[src/rtl/fetch_unit.sv]
// Single-buffer instruction fetch: one outstanding memory request, one buffered word.
// Define FETCH_PERF_EN to enable the fetch/bubble performance counters.
module fetch_unit #(
  parameter logic [31:0] RESET_PC = 32'h0000_0000
) (
  input  logic        clk,
  input  logic        rst_n,
  input  logic        stall,
  input  logic        redirect,
  input  logic [31:0] redirect_pc,
  output logic        imem_req,
  output logic [31:0] imem_addr,
  input  logic        imem_ack,
  input  logic [31:0] imem_rdata,
  output logic [31:0] INS,
  output logic        clr,
  output logic [31:0] ins_pc,
  output logic        ins_valid,
  output logic [31:0] fetch_cnt,
  output logic [31:0] bubble_cnt
);
  localparam logic [1:0] IDLE = 2'd0;
  localparam logic [1:0] WAIT = 2'd1;
  localparam logic [1:0] DROP = 2'd2;

  logic [1:0]  state, state_nxt;
  logic [29:0] pc_w, req_w;
  logic [31:0] ins_reg;
  logic        valid;
  logic        consume, issue, load;
  logic        unused_ok;

  // Addresses are kept as word indices, so byte offsets simply disappear.
  assign unused_ok = ^redirect_pc[1:0];

  assign consume = valid & ~stall;
  assign issue   = (state == IDLE) & ~redirect & (~valid | consume);
  assign load    = (state == WAIT) & imem_ack & ~redirect;

  always_comb begin
    state_nxt = state;
    case (state)
      IDLE: if (issue) state_nxt = WAIT;
      WAIT: begin
        if (imem_ack)      state_nxt = IDLE;
        else if (redirect) state_nxt = DROP;
      end
      DROP: if (imem_ack) state_nxt = IDLE;
      default: state_nxt = IDLE;
    endcase
  end

  always_ff @(posedge clk or negedge rst_n) begin
    if (!rst_n) begin
      state   <= IDLE;
      pc_w    <= RESET_PC[31:2];
      req_w   <= RESET_PC[31:2];
      valid   <= 1'b0;
      ins_reg <= 32'h0;
      ins_pc  <= 32'h0;
    end else begin
      state <= state_nxt;
      if (issue) req_w <= pc_w;
      // Redirect wins over both a fresh load and consumption of the buffer.
      if (redirect) begin
        pc_w  <= redirect_pc[31:2];
        valid <= 1'b0;
      end else if (load) begin
        pc_w  <= pc_w + 30'd1;
        valid <= 1'b1;
      end else if (consume) begin
        valid <= 1'b0;
      end
      if (load) begin
        ins_reg <= imem_rdata;
        ins_pc  <= {req_w, 2'b00};
      end
    end
  end

  assign imem_req  = (state == WAIT) | (state == DROP);
  assign imem_addr = {req_w, 2'b00};
  assign INS       = valid ? ins_reg : 32'h0;
  assign ins_valid = valid;
  assign clr       = redirect;

`ifdef FETCH_PERF_EN
  always_ff @(posedge clk or negedge rst_n) begin
    if (!rst_n) begin
      fetch_cnt  <= 32'h0;
      bubble_cnt <= 32'h0;
    end else begin
      if (load)            fetch_cnt  <= fetch_cnt + 32'd1;
      if (!valid && !stall) bubble_cnt <= bubble_cnt + 32'd1;
    end
  end
`else
  assign fetch_cnt  = 32'h0;
  assign bubble_cnt = 32'h0;
`endif

endmodule
[config.mk]
export PLATFORM = sky130hd
export DESIGN_NAME = fetch_unit
export DESIGN_NICKNAME = d
export VERILOG_FILES = /design/src/rtl/fetch_unit.sv
export SDC_FILE = /design/constraint.sdc
export NUM_CORES = 1
export LEC_CHECK = 0
export ABC_AREA = 1
export BUFFER_PORTS_ARGS = -buffer_cell sky130_fd_sc_hd__buf_2
export CAP_MARGIN = 25
export CORE_MARGIN = 5
export CORE_UTILIZATION = 51
export CTS_CLUSTER_SIZE = 16
export DETAILED_ROUTE_END_ITERATION = 12
export PLACE_DENSITY = 0.78
export SYNTH_ARGS = -nofsm -noshare
export SYNTH_HDL_FRONTEND = slang
export SYNTH_SLANG_ARGS = --single-unit
[constraint.sdc]
create_clock -name clk -period 1.7 [get_ports clk]
set_input_delay 0.34 -clock clk [delete_from_list [all_inputs] [get_ports clk]]
set_output_delay 0.34 -clock clk [all_outputs]
set_load 0.05 [all_outputs]
==> flow_summary.toml, run 1 <==
[run_status]
status = "finished, final reports clean"

[placed_design]
placed_area_um2 = 7400
pre_cts_ws_ns = 0.0293
dp_cells = 1204
gp_congestion = 0.962
portBuffers = 161
dp_hpwl_mm = 12.0

[global_route]
grt_overflow = 0
grt.total_usage_pct = 21.9
grt_max_degree = 77
antenna_found_initial = 0
grt_pass1_vias = 5598
grt_pass1_wl_mm = 26.2

[die]
io_pins = 232
die_x_um = 124
initial_utilization_pct = 52.2
rows = 41
dieHeight_um = 124
core_area_um2 = 12600
die-area_um2 = 15300

[pwr]
ir_drop_mv = 0.886
leakage_nw = 4.65
p_per_area_nw_per_um2 = 1820

[worst_hold_path]
hold_start = "imem_rdata[8]"
worstHoldPathType = "in2reg"
min_to = "ins_reg[8]"
hold_depth = 3

[logic_synthesis]
synth_cells = 887
syn_avg_cell_area_um2 = 7.42
netlist_area_um2 = 6580
synth_top_cell_area_share_pct = 47.5
synth.ff_latch_count = 125
synth_top_area_cell = "dfrtp_1"
yosysUniqueCellTypes = 28
yosysSeqAreaShare_pct = 47.5
synth_top_cells_by_area = "dfrtp_1, nand2_1, buf_4"
yosys_warnings = 0

[cts]
cts.sinks = 125
ctsRootBufferMaster = "clkbuf_16"
cts_tree = "yes"
path_clk_slew_ns = 0.05
insertion_delay_ns = 0.40
htreeDepth = 4
cts_max_path_buffers = 2
cts_buffers = 17

[sta]
worst_slew_pin_slew_ns = 0.499
setup_viol = 0
finalHoldViolations = 0
fin_tns_setup_ns = 0
rsz0062_at_grt = "true"
hold-worst-slack_ns = 0.137
clock_skew_ns = 0.00651
slew_headroom_pct = 66.6
min_period_ns = 1.70
drv_slew = 0
setup_ws_ns = 0.00325
period_share_pct = 99.8
fmax_mhz = 589

[finish]
stdcell_count = 1243
areaGrowthSynthToFinish_pct = 26.7
nets = 1132
largest_register_ffs = 32
final_common_cell = "nand2_1"
final_cell_area_um2 = 8340
drive_gt1_share_pct = 21.6
final_cell_mix = "nand2_1, buf_2, dfrtp_1"

[critical_path]
worstPathMaxFanout = 16
end_kind = "output port"
cp.arrival_ns = 1.36
r2r_slack_ns = 0.09
cp-start-kind = "register"
rr_startpoint = "pc_w[8]"
reg2reg_depth = 9
critPathKind = "reg2out"
cp.required_ns = 1.36
r2r-end = "pc_w[27]"

[routing]
vias_per_cell = 4.73
antenna_left = 0
wl_mm = 17.4
drt_iter0_drc = 490
post-route-drc-count = 0
wl_per_cell_um = 14.0
dr.pass1.iters = 7
via_count = 5874

[run]
cap_violations = 0
[critical path: stages, from the launching register on]
cell and delay (ns):
dfrtp_2 0.44, clkbuf_16 0.20, nand2_1 0.06, inv_1 0.08, buf_6 0.17
[stage by stage]
stage / power, mW / util [%]
3_5_place_dp: 11.1 / 58.7
4_1_cts: 15.0 / 64.0
2_1_floorplan: 9.66 / -
6_report: 15.2 / 66.1
3_3_place_gp: 11.0 / 58.7
5_1_grt: 16.1 / 66.1
[worst max path at each step]
stage / from / to / depth (start not counted)
3_3_place_gp: state[1] / ins_pc[13] / 7
5_1_grt: ins_valid / INS[7] / 4
6_report: ins_valid / INS[7] / 4
2_1_floorplan: ins_valid / INS[10] / 4
3_5_place_dp: state[1] / ins_pc[17] / 8
4_1_cts: ins_valid / INS[8] / 4
[power breakdown]
| group | leakage (nW) | internal, mW | switching, mW |
|---|---|---|---|
| registers | 1.56 | 4.13 | 0.756 |
| logic | 2.78 | 1.64 | 4.93 |
| clock network | 0.300 | 2.50 | 1.22 |
[cell usage after synthesis]
cell type    n
clkbuf_1    11
xor2_1       5
nand4_1      4
o211ai_1     2
a31oi_1      1
nand3b_1     1
a22oi_1      1
o221ai_1     3
a22o_1       3
and2_1       1
xnor2_1      1
buf_2       20
nand2_2      1
conb_1       1
nor2_1      47
nor3b_1      1
ha_1         5
inv_1      112
nor2_2       6
dfrtp_1    125
nand2_1    349
buf_4       70
nand3_1     25
o21bai_1     3
buf_1        1
nor3_1       1
a21oi_1      6
o21ai_0     81
[cell type report]
class | instances | area, um^2
flip-flops and latches | 125 | 3130
multi-input cells | 615 | 2650
well taps | 172 | 215
clock buffers | 22 | 464
fillers | 1094 | 4280
repair buffers | 187 | 1310
inverters | 112 | 429
clock inverters | 8 | 140
diodes | 2 | 5.00
[what timing repair did]
item / 4_1_cts / 5_1_grt
pin swaps: 0 / 1
endpoints found under the setup margin: 25 / 90
gates resized for setup: 25 / 64
hold endpoints to repair: 13 / 0
hold buffers: 1 / 0
setup buffers: 0 / 4
gates cloned: 0 / 2
[cells by family (layout without fill, tap and decap cells)]
| kind of cell | Yosys count | in the layout | share of synthesized area (%) |
|---|---|---|---|
| AOI/OAI and AO/OA | 100 | 100 | 8.19 |
| other | 1 | 70 | 0.0570 |
| xor gates and xnor gates | 6 | 6 | 0.798 |
| adders and majority gates | 5 | 5 | 0.950 |
| and+or+nand+nor | 436 | 436 | 25.9 |
| buffers and inverters | 214 | 329 | 16.6 |
| DFF | 125 | 125 | 47.5 |
[routing by layer]
| metal | routed length [um] | vias to the layer above | track usage [%] |
|---|---|---|---|
| li1 | - | 2919 | - |
| met1 | 7100 | 2717 | 27.8 |
| met2 | 8790 | 213 | 36.6 |
| met3 | 1140 | 25 | 4.63 |
| met4 | 339 | 0 | 8.93 |
| met5 | 0 | - | 0 |
Power figures use the tool's default switching activity.
==> inputs of run 2 (changes only) <==
- ABC_AREA: 1 -> 0
- CORE_UTILIZATION: 51 -> 50
==> run 2 against run 1 <==
Effect of this change:
- the run now ends with negative setup slack left
- final area up 8.5%
- sequential power rose by 4%
- clock power down 6.2%
- fmax fell by 13%
- power grew 9.9%
- global-route usage grew 0.89 points
- critical endpoint is now pc_w[20]
- largest power group unchanged
==> flow_summary.toml, run 2 <==
[routing]
vias_per_cell = 5.50
antenna_left = 0
wl_per_cell_um = 21.0
drt_iter0_drc = 541
post-route-drc-count = 0
wl_mm = 19.5
dr.pass1.iters = 5
via_count = 5100

[logic_synthesis]
synth_edf_count = 0
synth_common_cells = "dfrtp_1, mux2_2, buf_4"
yosysUniqueCellTypes = 40
synth_async_sr_flop_share_pct = 100
yosysSeqAreaShare_pct = 51.1
synth_top_cell_area_share_pct = 51.1
yosysMostFrequentCell = "dfrtp_1"
synth-main-ff-cell = "dfrtp_1"
synth_top_area_cell = "dfrtp_1"
netlist_area_um2 = 6120
syn_avg_cell_area_um2 = 11.4
synth_top_cells_by_area = "dfrtp_1, mux2_2, buf_4"
yosys_warnings = 0
synth_cells = 535
synth.ff_latch_count = 125

[finish]
final_cell_mix = "buf_2, dfrtp_1, conb_1"
largest_register_ffs = 32
final_common_cell = "buf_2"
diodes = 0
drive_gt1_share_pct = 55.7
areaGrowthSynthToFinish_pct = 48.1
fin_util_pct = 75.4
nets = 843

[placed_design]
gp_congestion = 0.879
portBuffers = 161
dp_hpwl_mm = 11.1

[cts]
cts_max_path_buffers = 2
insertion_delay_ns = 0.41
htreeDepth = 4
ctsRootBufferMaster = "clkbuf_16"
cts_tree = "yes"
cts.sinks = 125
cts_buffers = 17
path_clk_slew_ns = 0.06

[critical_path]
reg2reg_depth = 5
end_kind = "register"
critPathKind = "reg2reg"
worstPathMaxFanout = 3
cp-start-kind = "register"
critPathSlowestCell = "or4b_2"
crit_chain = "ha_4 -> nand4_4 -> nor4_4 -> or4b_2 -> a31oi_2"
cp.arrival_ns = 2.27
r2r-end = "pc_w[20]"
critPathTopFamily = "simple AND/OR/NAND/NOR gates"
cp.required_ns = 2.03
r2r_slack_ns = -0.24
cp.buffers_inverters = 0
rr_startpoint = "pc_w[1]"
cp_slowest_stage_delay_ns = 0.64

[sta]
setup_viol = 95
min_period_ns = 1.94
drv_slew = 0
setup_ws_ns = -0.242
clock_skew_ns = 0.00760
rsz0062_at_grt = "true"
finalHoldViolations = 0
fmax_mhz = 515
period_share_pct = 114

[die]
die-area_um2 = 14500
dieHeight_um = 121
initial_utilization_pct = 50.9
io_pins = 232
rows = 40
die_x_um = 121
core_area_um2 = 12000

[pwr]
ir_drop_mv = 1.76
combinationalPowerShare_pct = 48.5
switchingPower_mw = 7.26
finalPower_mw = 16.7
leakage_nw = 4.44
p_per_area_nw_per_um2 = 1840
p_clk_share_pct = 20.9
seq_power_share_pct = 30.6
sw_frac_of_total_pct = 43.6
p_int_mw = 9.41

[global_route]
grt_pass1_vias = 5164
grt_pass1_wl_mm = 26.1
antenna_found_initial = 0
grt_overflow = 0
grt.total_usage_pct = 22.8
grt_max_degree = 42

[worst_hold_path]
min_to = "pc_w[1]"
hold_depth = 3
hold_start = "redirect_pc[3]"
worstHoldPathType = "in2reg"

[run_status]
violations = "negative setup slack"
status = "complete, but fails checks"

[run]
cap_violations = 0
==> run 2: cell types whose count changed after synthesis, moves of 15 or more <==
| cell | before | now |
|---|---|---|
| nand2_1 | 349 | 34 |
| inv_1 | 112 | 7 |
| mux2_2 | 0 | 89 |
| o21ai_0 | 81 | 23 |
| and2_1 | 1 | 34 |
| nor2_1 | 47 | 17 |
| buf_2 | 20 | 2 |
| nand3_1 | 25 | 10 |
==> run 2: worst max path at each step <==
stage                 start  endpoint  depth (start not counted)  slack (ns)
global route        pc_w[1]  pc_w[20]                          5       -0.29
global placement    pc_w[1]  pc_w[20]                          5       -0.13
detailed placement  pc_w[1]  pc_w[18]                          5       -0.18
CTS                 pc_w[0]  pc_w[16]                          6       -0.18
finish              pc_w[1]  pc_w[20]                          5       -0.24
floorplan           pc_w[0]  pc_w[18]                          6       -0.13
==> run 2: repair_timing <==
item	CTS	global route
hold buffers	1	0
buffers inserted	13	14
resized for setup	79	182
gates cloned	8	3
setup endpoints to repair	112	119
pin swaps	9	19
endpoints found under the hold margin	19	0
==> run 2: layout make-up <==
cell class	instances	area, um^2
Fill cell	726	2960
Clock inverter	12	123
Sequential cell	125	3130
Tap cell	147	184
Inverter	7	31.3
Timing Repair Buffer	240	2000
Multi-Input combinational cell	378	3140
Clock buffer	19	443
==> run 2: cells by family (layout without fill, tap and decap cells) <==
group | Yosys count | count (layout) | share of synthesized area [%]
AO/OA/AOI/OAI | 54 | 54 | 5.40
multiplexers | 90 | 90 | 16.6
XOR/XNOR | 13 | 13 | 1.86
other | 1 | 68 | 0.0613
adder cells (fa/ha/maj) | 5 | 5 | 1.02
buffers and inverters | 101 | 278 | 10.5
flip-flops | 125 | 125 | 51.1
AND/OR/NAND/NOR | 146 | 148 | 13.5
==> run 2: layer usage <==
layer	global-route usage, %	wire, um
met1	27.2	7710
met2	39.6	9960
met3	6.55	1390
met4	8.00	422
met5	0	0
==> run 2: power by group through the flow <==
stage / combinational (mW) / sequential (mW) / clock, mW
after floorplan: 2.70 / 7.27 / 0
after global placement: 6.57 / 4.86 / 0
after detailed placement: 6.72 / 4.96 / 0
after CTS: 7.31 / 4.93 / 3.49
after global routing: 8.41 / 5.22 / 3.68
final: 8.09 / 5.09 / 3.49
==> run 2: worst min-delay path, stage by stage <==
cell and delay, ns:
buf_2 0.07, nand2_1 0.04, o21ai_0 0.06
==> run 2: metrics by stage <==
step	hold WS [ns]	cell area, um^2	worst slack [ns]	TNS, ns	instances
final	0.141	9060	-0.242	-3.32	928
after global routing	0.135	9060	-0.294	-8.36	928
after CTS	0.122	8390	-0.175	-1.92	920
after detailed placement	0.268	7280	-0.175	-5.06	867
after global placement	0.259	7280	-0.135	-2.90	867
after floorplan	0.0444	6500	-0.132	-4.29	602
==> inputs of run 3 (changes only) <==
- clock period: 1.7 -> 2 ns (I/O delays scaled with it)
==> run 3 against run 2 <==
Effect of this change:
- highest routed layer is now met5
- the run now ends clean
- final area decreased by 14%
- final cell count shrank 5.1%
- fmax down 0.78%
- via count decreased by 12%
- first-iteration DRC count fell by 46%
- clock skew up 0.00087 ns
- critical path depth increased by 1
- power down 22%
==> flow_summary.toml, run 3 (same netlist as run 2, synthesis figures left out) <==
[sta]
hold-worst-slack_ns = 0.193
drv_slew = 0
rsz0062_at_grt = "false"
fin_tns_setup_ns = 0
fmax_mhz = 511
setup_ws_ns = 0.0431
setup_viol = 0
clock_skew_ns = 0.00847
min_period_ns = 1.96
finalHoldViolations = 0
period_share_pct = 97.8

[die]
io_pins = 232
rows = 40
dieHeight_um = 121
initial_utilization_pct = 50.9
core_area_um2 = 12000
die-area_um2 = 14500
die_x_um = 121

[routing]
post-route-drc-count = 0
via_count = 4502
dr.pass1.iters = 5
wl_per_cell_um = 16.2
vias_per_cell = 5.11
wl_mm = 14.3
antenna_left = 0
drt_iter0_drc = 292

[worst_hold_path]
hold_depth = 3
worstHoldPathType = "in2reg"

[placed_design]
portBuffers = 161
gp_congestion = 0.883
pre_cts_ws_ns = -0.0517
dp_hpwl_mm = 10.4

[critical_path]
reg2reg_depth = 6
critPathKind = "reg2reg"
cp-start-kind = "register"
crit_chain = "inv_2 -> ha_4 -> and2_1 -> nand3_1 -> or4b_2 -> a31oi_1"
worstPathMaxFanout = 6
cp_slowest_stage_delay_ns = 0.67
cp.arrival_ns = 2.28
end_kind = "register"
critPathSlowestCell = "or4b_2"
cp.required_ns = 2.32

[run_status]
status = "finished, final reports clean"

[finish]
largest_register_ffs = 32
drive_gt1_share_pct = 45.2
final_common_cell = "buf_2"
nets = 794
areaGrowthSynthToFinish_pct = 26.9
final_cell_mix = "buf_2, dfrtp_1, mux2_2"

[global_route]
grt_pass1_wl_mm = 22.3
grt_pass1_vias = 4514
grt_overflow = 0
grt_max_degree = 52
grt.total_usage_pct = 19.4
antenna_found_initial = 2

[pwr]
finalPower_mw = 13.1
p_per_area_nw_per_um2 = 1690
leakage_nw = 3.73
ir_drop_mv = 1.23

[cts]
path_clk_slew_ns = 0.06
insertion_delay_ns = 0.41
cts_max_path_buffers = 2
cts.sinks = 125
cts_buffers = 17
cts_tree = "yes"
htreeDepth = 4
ctsRootBufferMaster = "clkbuf_16"

[run]
cap_violations = 0
==> run 3: metrics by stage <==
step | util, % | instances | instance area [um^2]
after floorplan | - | 602 | 6370
after global placement | 58.3 | 844 | 7000
after detailed placement | 58.3 | 844 | 7000
after CTS | 63.9 | 877 | 7680
after global routing | 64.6 | 881 | 7760
final | 64.6 | 881 | 7760
==> run 3: final timing paths <==
| path | startpoint | endpoint | slack [ns] |
|---|---|---|---|
| setup / recovery | state[1] | pc_w[20] | 0.04 |
| max in group asynchronous | rst_n | ins_reg[12] | 0.88 |
| hold reg to reg | ins_reg[4] | ins_reg[4] | 0.50 |
| min in group asynchronous | rst_n | ins_reg[26] | 0.52 |
| setup reg to reg | state[1] | pc_w[20] | 0.04 |
| hold / removal | redirect_pc[7] | pc_w[5] | 0.19 |
==> run 3: where the power goes <==
part,internal (mW),switching [mW]
Combinational,1.67,3.87
Sequential,3.55,0.632
Clock,2.28,1.08
Total,7.50,5.58
==> run 3: what timing repair did <==
| item | 4_1_cts | 5_1_grt |
|---|---|---|
| endpoints found under the setup margin | 6 | 11 |
| gates resized for setup | 4 | 14 |
| pin swaps | 0 | 3 |
| buffers inserted | 0 | 3 |
| hold endpoints to repair | 47 | 0 |
| hold buffers | 1 | 0 |
==> run 3: worst max-delay path, delay by kind of cell (launching register included) <==
kind	cells	cell delay (ns)
adder cells (fa/ha/maj)	1	0.16
flip-flops	1	0.41
AO/OA/AOI/OAI	1	0.21
buffers and inverters	1	0.10
AND/OR/NAND/NOR	3	0.99
==> run 3: cell type report <==
class	instances	area, um^2
inverters	7	26.3
well taps	147	184
clock buffers	22	464
repair buffers	193	1100
flip-flops and latches	125	3130
diodes	1	2.50
clock inverters	10	186
fillers	906	4250
multi-input cells	376	2670
==> run 3: routing by layer <==
metal / up-vias / GRT usage, % / routed length, um
met3: 29 / 5.57 / 1190
met2: 222 / 31.4 / 6850
met4: 2 / 9.07 / 352
met1: 2128 / 24.0 / 5890
met5: - / 0 / 13
li1: 2121 / - / -
